===== config.mk =====
export PLATFORM = sky130hd
export DESIGN_NAME = hilo_muldiv_ctrl_flat
export DESIGN_NICKNAME = d
export VERILOG_FILES = /design/src/rtl/hilo_muldiv_ctrl_if.sv /design/src/rtl/hilo_muldiv_ctrl.sv /design/src/flat_wrapper.sv
export SDC_FILE = /design/constraint.sdc
export NUM_CORES = 2
export LEC_CHECK = 0
export ABC_AREA = 1
export CORE_UTILIZATION = 60
export CTS_CLUSTER_DIAMETER = 100
export DETAILED_ROUTE_END_ITERATION = 12
export PLACE_DENSITY = 0.78
export SLEW_MARGIN = 20
export SYNTH_ARGS = -nofsm -noshare
export SYNTH_HDL_FRONTEND = slang
export SYNTH_SLANG_ARGS = --single-unit

===== constraint.sdc =====
create_clock -name clk -period 10 [get_ports clk]
set_clock_uncertainty 0.1 [all_clocks]
set_input_delay 1.5 -clock clk [delete_from_list [all_inputs] [get_ports clk]]
set_output_delay 1.5 -clock clk [all_outputs]
set_load 0.05 [all_outputs]

===== src/rtl/hilo_muldiv_ctrl_if.sv =====
// EX-stage handshake between the pipeline and the HI/LO multiply/divide sequencer.
// The master side is the pipeline (op presenter); the slave side is the sequencer.
interface hilo_muldiv_ctrl_if #(
  parameter int unsigned DATA_WIDTH = 32
);
  logic                  op_valid;
  logic [2:0]            op_code;
  logic [DATA_WIDTH-1:0] operand_a;
  logic [DATA_WIDTH-1:0] operand_b;
  logic [DATA_WIDTH-1:0] hi_in;
  logic [DATA_WIDTH-1:0] lo_in;
  logic                  flush;
  logic                  stall_req;
  logic                  hilo_write_en;
  logic [DATA_WIDTH-1:0] hi_write_data;
  logic [DATA_WIDTH-1:0] lo_write_data;
  logic                  div_by_zero;

  modport master (
    output op_valid, op_code, operand_a, operand_b, hi_in, lo_in, flush,
    input  stall_req, hilo_write_en, hi_write_data, lo_write_data, div_by_zero
  );

  modport slave (
    input  op_valid, op_code, operand_a, operand_b, hi_in, lo_in, flush,
    output stall_req, hilo_write_en, hi_write_data, lo_write_data, div_by_zero
  );
endinterface


===== src/rtl/hilo_muldiv_ctrl.sv =====
// HI/LO sequencer: two-stall registered multiply, 32-step restoring divide, and
// zero-latency MTHI/MTLO. Sole producer of HI/LO write data in EX.
module hilo_muldiv_ctrl #(
  parameter int unsigned DATA_WIDTH = 32
) (
  input logic               clk,
  input logic               rst_n,
  hilo_muldiv_ctrl_if.slave bus
);
  localparam int unsigned CntW = $clog2(DATA_WIDTH);
  localparam logic [CntW-1:0] LastStep = CntW'(DATA_WIDTH - 1);

  localparam logic [2:0] OpMult  = 3'd1;
  localparam logic [2:0] OpMultu = 3'd2;
  localparam logic [2:0] OpDiv   = 3'd3;
  localparam logic [2:0] OpDivu  = 3'd4;
  localparam logic [2:0] OpMthi  = 3'd5;
  localparam logic [2:0] OpMtlo  = 3'd6;

  typedef enum logic [1:0] {StIdle, StMul, StDiv, StDone} state_e;

  state_e                state_q;
  logic [CntW-1:0]       cnt_q;
  logic [DATA_WIDTH-1:0] opa_q, opb_q, rem_q, quo_q, hi_q, lo_q;
  logic                  sgn_q, qneg_q, rneg_q, dz_q;

  logic accept, acc_mul, acc_div, acc_mthi, acc_mtlo;
  assign accept   = (state_q == StIdle) && bus.op_valid && !bus.flush;
  assign acc_mul  = accept && ((bus.op_code == OpMult) || (bus.op_code == OpMultu));
  assign acc_div  = accept && ((bus.op_code == OpDiv) || (bus.op_code == OpDivu));
  assign acc_mthi = accept && (bus.op_code == OpMthi);
  assign acc_mtlo = accept && (bus.op_code == OpMtlo);

  // Operand magnitudes for signed DIV; the most negative value maps onto itself,
  // which the unsigned datapath handles correctly.
  logic                  div_signed, a_neg, b_neg;
  logic [DATA_WIDTH-1:0] a_abs, b_abs;
  assign div_signed = (bus.op_code == OpDiv);
  assign a_neg      = div_signed && bus.operand_a[DATA_WIDTH-1];
  assign b_neg      = div_signed && bus.operand_b[DATA_WIDTH-1];
  assign a_abs      = a_neg ? (DATA_WIDTH'(0) - bus.operand_a) : bus.operand_a;
  assign b_abs      = b_neg ? (DATA_WIDTH'(0) - bus.operand_b) : bus.operand_b;

  logic [2*DATA_WIDTH-1:0] ext_a, ext_b, product;
  assign ext_a   = {{DATA_WIDTH{sgn_q & opa_q[DATA_WIDTH-1]}}, opa_q};
  assign ext_b   = {{DATA_WIDTH{sgn_q & opb_q[DATA_WIDTH-1]}}, opb_q};
  assign product = ext_a * ext_b;

  // Restoring step: the extra top bit of the trial difference is its borrow.
  logic [DATA_WIDTH:0]   rem_sh, trial;
  logic [DATA_WIDTH-1:0] rem_nxt, quo_nxt;
  assign rem_sh  = {rem_q, quo_q[DATA_WIDTH-1]};
  assign trial   = rem_sh - {1'b0, opb_q};
  assign rem_nxt = trial[DATA_WIDTH] ? rem_sh[DATA_WIDTH-1:0] : trial[DATA_WIDTH-1:0];
  assign quo_nxt = {quo_q[DATA_WIDTH-2:0], ~trial[DATA_WIDTH]};

  always_ff @(posedge clk or negedge rst_n) begin
    if (!rst_n) begin
      state_q <= StIdle;
      cnt_q   <= '0;
      opa_q   <= '0;
      opb_q   <= '0;
      rem_q   <= '0;
      quo_q   <= '0;
      hi_q    <= '0;
      lo_q    <= '0;
      sgn_q   <= 1'b0;
      qneg_q  <= 1'b0;
      rneg_q  <= 1'b0;
      dz_q    <= 1'b0;
    end else if (bus.flush) begin
      state_q <= StIdle;
      dz_q    <= 1'b0;
    end else begin
      unique case (state_q)
        StIdle: begin
          if (acc_mul) begin
            opa_q   <= bus.operand_a;
            opb_q   <= bus.operand_b;
            sgn_q   <= (bus.op_code == OpMult);
            dz_q    <= 1'b0;
            state_q <= StMul;
          end else if (acc_div) begin
            quo_q  <= a_abs;
            rem_q  <= '0;
            opb_q  <= b_abs;
            qneg_q <= a_neg ^ b_neg;
            rneg_q <= a_neg;
            cnt_q  <= '0;
            if (bus.operand_b == '0) begin
              hi_q    <= bus.operand_a;
              lo_q    <= '1;
              dz_q    <= 1'b1;
              state_q <= StDone;
            end else begin
              dz_q    <= 1'b0;
              state_q <= StDiv;
            end
          end
        end
        StMul: begin
          hi_q    <= product[2*DATA_WIDTH-1:DATA_WIDTH];
          lo_q    <= product[DATA_WIDTH-1:0];
          state_q <= StDone;
        end
        StDiv: begin
          rem_q <= rem_nxt;
          quo_q <= quo_nxt;
          cnt_q <= cnt_q + 1'b1;
          if (cnt_q == LastStep) begin
            lo_q    <= qneg_q ? (DATA_WIDTH'(0) - quo_nxt) : quo_nxt;
            hi_q    <= rneg_q ? (DATA_WIDTH'(0) - rem_nxt) : rem_nxt;
            state_q <= StDone;
          end
        end
        StDone: begin
          dz_q    <= 1'b0;
          state_q <= StIdle;
        end
        default: state_q <= StIdle;
      endcase
    end
  end

  always_comb begin
    bus.stall_req     = 1'b0;
    bus.hilo_write_en = 1'b0;
    bus.hi_write_data = '0;
    bus.lo_write_data = '0;
    bus.div_by_zero   = 1'b0;
    if (!bus.flush) begin
      if (state_q == StDone) begin
        bus.hilo_write_en = 1'b1;
        bus.hi_write_data = hi_q;
        bus.lo_write_data = lo_q;
        bus.div_by_zero   = dz_q;
      end else if (state_q == StMul || state_q == StDiv || acc_mul || acc_div) begin
        bus.stall_req = 1'b1;
      end else if (acc_mthi) begin
        bus.hilo_write_en = 1'b1;
        bus.hi_write_data = bus.operand_a;
        bus.lo_write_data = bus.lo_in;
      end else if (acc_mtlo) begin
        bus.hilo_write_en = 1'b1;
        bus.hi_write_data = bus.hi_in;
        bus.lo_write_data = bus.operand_a;
      end
    end
  end
endmodule


===== src/flat_wrapper.sv =====
// flat-port wrapper written by rule: the top's interface ports become plain ports
module hilo_muldiv_ctrl_flat 
#(
  parameter int unsigned DATA_WIDTH = 32
)
  (clk, rst_n, bus_op_valid, bus_op_code, bus_operand_a, bus_operand_b, bus_hi_in, bus_lo_in, bus_flush, bus_stall_req, bus_hilo_write_en, bus_hi_write_data, bus_lo_write_data, bus_div_by_zero);
  hilo_muldiv_ctrl_if #(.DATA_WIDTH(DATA_WIDTH)) bus_i ();
  input logic clk;
  input logic rst_n;
  input wire logic [$bits(bus_i.op_valid)-1:0] bus_op_valid;
  input wire logic [$bits(bus_i.op_code)-1:0] bus_op_code;
  input wire logic [$bits(bus_i.operand_a)-1:0] bus_operand_a;
  input wire logic [$bits(bus_i.operand_b)-1:0] bus_operand_b;
  input wire logic [$bits(bus_i.hi_in)-1:0] bus_hi_in;
  input wire logic [$bits(bus_i.lo_in)-1:0] bus_lo_in;
  input wire logic [$bits(bus_i.flush)-1:0] bus_flush;
  output wire logic [$bits(bus_i.stall_req)-1:0] bus_stall_req;
  output wire logic [$bits(bus_i.hilo_write_en)-1:0] bus_hilo_write_en;
  output wire logic [$bits(bus_i.hi_write_data)-1:0] bus_hi_write_data;
  output wire logic [$bits(bus_i.lo_write_data)-1:0] bus_lo_write_data;
  output wire logic [$bits(bus_i.div_by_zero)-1:0] bus_div_by_zero;
  assign bus_i.op_valid = bus_op_valid;
  assign bus_i.op_code = bus_op_code;
  assign bus_i.operand_a = bus_operand_a;
  assign bus_i.operand_b = bus_operand_b;
  assign bus_i.hi_in = bus_hi_in;
  assign bus_i.lo_in = bus_lo_in;
  assign bus_i.flush = bus_flush;
  assign bus_stall_req = bus_i.stall_req;
  assign bus_hilo_write_en = bus_i.hilo_write_en;
  assign bus_hi_write_data = bus_i.hi_write_data;
  assign bus_lo_write_data = bus_i.lo_write_data;
  assign bus_div_by_zero = bus_i.div_by_zero;
  hilo_muldiv_ctrl #(.DATA_WIDTH(DATA_WIDTH)) u_core (.clk(clk), .rst_n(rst_n), .bus(bus_i));
endmodule

==> metrics.cfg <==
[final_layout]
final_cell_mix=nand2_1 (1947), inv_1 (1907), fa_1 (1126)
final_common_cell=nand2_1
areaGrowthSynthToFinish_pct=7.45
nNetsFinal=8964
final_cells=8714
drive_above_1_share_pct=4.23

[clock_network]
cts.repair.resized=0
cts_buffer_depth=3
root_buffer=clkbuf_16
cts-hold-fix-buffers=0
cts_tree=done
numCtsBuffers=26
insertion_delay_ps=580
clk_pin_slew_ps=70
cts_sinks=203
cts_setup_buffers=0
htreeDepth=1

[job]
cap_violations=0

[sta]
final_hold_viol_count=0
holdWs_ps=384
finalSetupViolations=0
period_share_pct=93.0
maxSlewViolCount=0
rsz0062_at_grt=false
post-route-min-period_ps=9300
tightest_slew_ps=1210
slew_headroom_pct=18.4
max_freq_mhz=108
timing.setup.tns_ps=0

[routing]
drt-pass1-iter-count=6
initialDrtViolationCount=4508
route.detailed.drc=0
wl_per_cell_microns=21.3
wl_mm=185
route.vias.total=49100
drt-vias-per-instance=5.64
postRouteAntennaNets=0

[grt]
grt_overflow=0
grt_util_met2_pct=65.2
use_met1_pct=52.6
grt_usage_pct=40.8
grt_pass1_vias=51300
busiest_layer=met2
antenna_found_initial=9
grt_max_degree=96
grt_pass1_wl_mm=291
grtUsageMet3_pct=8.79

[outcome]
status=finished clean

[worst_setup_path]
required_ps=10370
end_kind=flop
crit_family=adder cells
cp_slowest_cell=dfrtp_1
setup.worst_path.class=flop to flop
ff2ff_path_depth=30
path_buf_inv=9
crit_path_max_fanout=18
cp_common_cell=inv_1
cp.arrival_ps=9670
cp.depth=30
start_kind=flop
max_stage_delay_ps=820

[synth]
synth_area_sq_um=55700
ys_seq_area_share_pct=9.12
yosysTopAreaCell=fa_1
ys_ff_latch=203
syn_nets=8971
synth-edff-count=0
synth.area.top_cells=fa_1 (40%), nand2_1 (13%), inv_1 (13%), dfrtp_1 (9.1%), ha_1 (5.7%)
ys_types=60
synthArstFlopShare_pct=100
syn_inst=7455
synth_ff_type=dfrtp_1
yosys_warnings=0
synth.avg_cell_area_sq_um=7.47
synth_top_cell_area_share_pct=40.5

[place]
globalplace.congestion=0.996
placed_cells=8663
hpwlAfterDp_mm=156
port_buffers=201

[floorplan]
dieHeight_microns=307
io_pins=202
fp-row-count=111
dieArea_sq_um=94100
initial_utilization_pct=60.7
core-area_sq_um=91800
fp.dieW_microns=307

[hold_path]
whs_path_depth=2
min_path_type=flop to flop

synthesized netlist by cell type, drive strengths merged (2+ instances only):
library cell / n
o31ai: 2
xor2: 64
ha: 255
a22o: 2
nand2: 1991
nor4: 10
buf: 27
a21oi: 201
fa: 1126
and3: 6
inv: 1924
xnor2: 34
o41ai: 4
o211ai: 17
o21ai: 336
o21a: 8
o21bai: 14
and2: 4
nand3b: 14
o2111ai: 2
nand4: 31
a32oi: 13
dfrtp: 203
a21o: 16
clkbuf: 356
clkinv: 4
o22ai: 38
a31oi: 35
nand3: 276
nor3b: 2
a221oi: 6
nor3: 40
a21boi: 5
or2: 18
nor2: 336
o221ai: 29
layer usage:
| metal | wire length [microns] | vias up |
|---|---|---|
| met4 | 11100 | 8 |
| met2 | 85100 | 2486 |
| met3 | 18500 | 595 |
| met1 | 70600 | 24200 |
| met5 | 54 | - |
| li1 | - | 21800 |
worst paths after layout:
kind	from	to	slack, ps
setup / recovery	u_core.opb_q[12]$_DFFE_PN0P_	u_core.hi_q[30]$_DFFE_PN0P_	700
hold / removal	u_core.hi_q[11]$_DFFE_PN0P_	u_core.hi_q[11]$_DFFE_PN0P_	380
setup reg to reg	u_core.opb_q[12]$_DFFE_PN0P_	u_core.hi_q[30]$_DFFE_PN0P_	700
hold reg to reg	u_core.hi_q[11]$_DFFE_PN0P_	u_core.hi_q[11]$_DFFE_PN0P_	380
max in group asynchronous	rst_n	u_core.opb_q[30]$_DFFE_PN0P_	7410
min in group asynchronous	rst_n	u_core.hi_q[9]$_DFFE_PN0P_	830
kinds of logic after synthesis:
group,count (synthesis),share of synthesized area [%]
xor+xnor,98,1.54
fa+ha+maj,1381,46.2
compound gates,732,7.47
buf+inv,2311,15.7
flops,203,9.12
simple gates,2729,20.0
mux,1,0.0180
tightest hold or removal path, cell delays in order (launching register included):
cell and delay, ps:
dfrtp_1 340, nand2_1 50, nand2_1 60
state kept, by name, indices dropped and copies added (netlist names):
name and flops:
u_core.cnt_q 5, u_core.dz_q 1, u_core.hi_q 32, u_core.lo_q 32
u_core.opa_q 32, u_core.opb_q 32, u_core.qneg_q 1, u_core.quo_q 32
u_core.rem_q 32, u_core.rneg_q 1, u_core.sgn_q 1, u_core.state_q 2
metrics by stage:
stage / cell area (sq um) / util, % / setup slack (ps)
after global placement: 59000 / 64.2 / 949
after CTS: 59900 / 65.2 / 944
after detailed placement: 59000 / 64.2 / 994
after floorplan: 55700 / - / 2140
after global routing: 59900 / 65.2 / 361
final: 59900 / 65.2 / 701
final cells by class:
| type | count | area (sq um) |
|---|---|---|
| clock inverter | 17 | 203 |
| timing repair buffer | 348 | 3150 |
| fill | 7904 | 31900 |
| tap | 1243 | 1560 |
| clock buffer | 31 | 709 |
| multi-input combinational | 4941 | 41900 |
| sequential | 203 | 5090 |
| antenna | 3 | 7.51 |
| inverter | 1928 | 7240 |
Power is left out: the tool's default activity adds up to more than one toggle a clock period on the data nets, which glitch-free logic cannot reach.
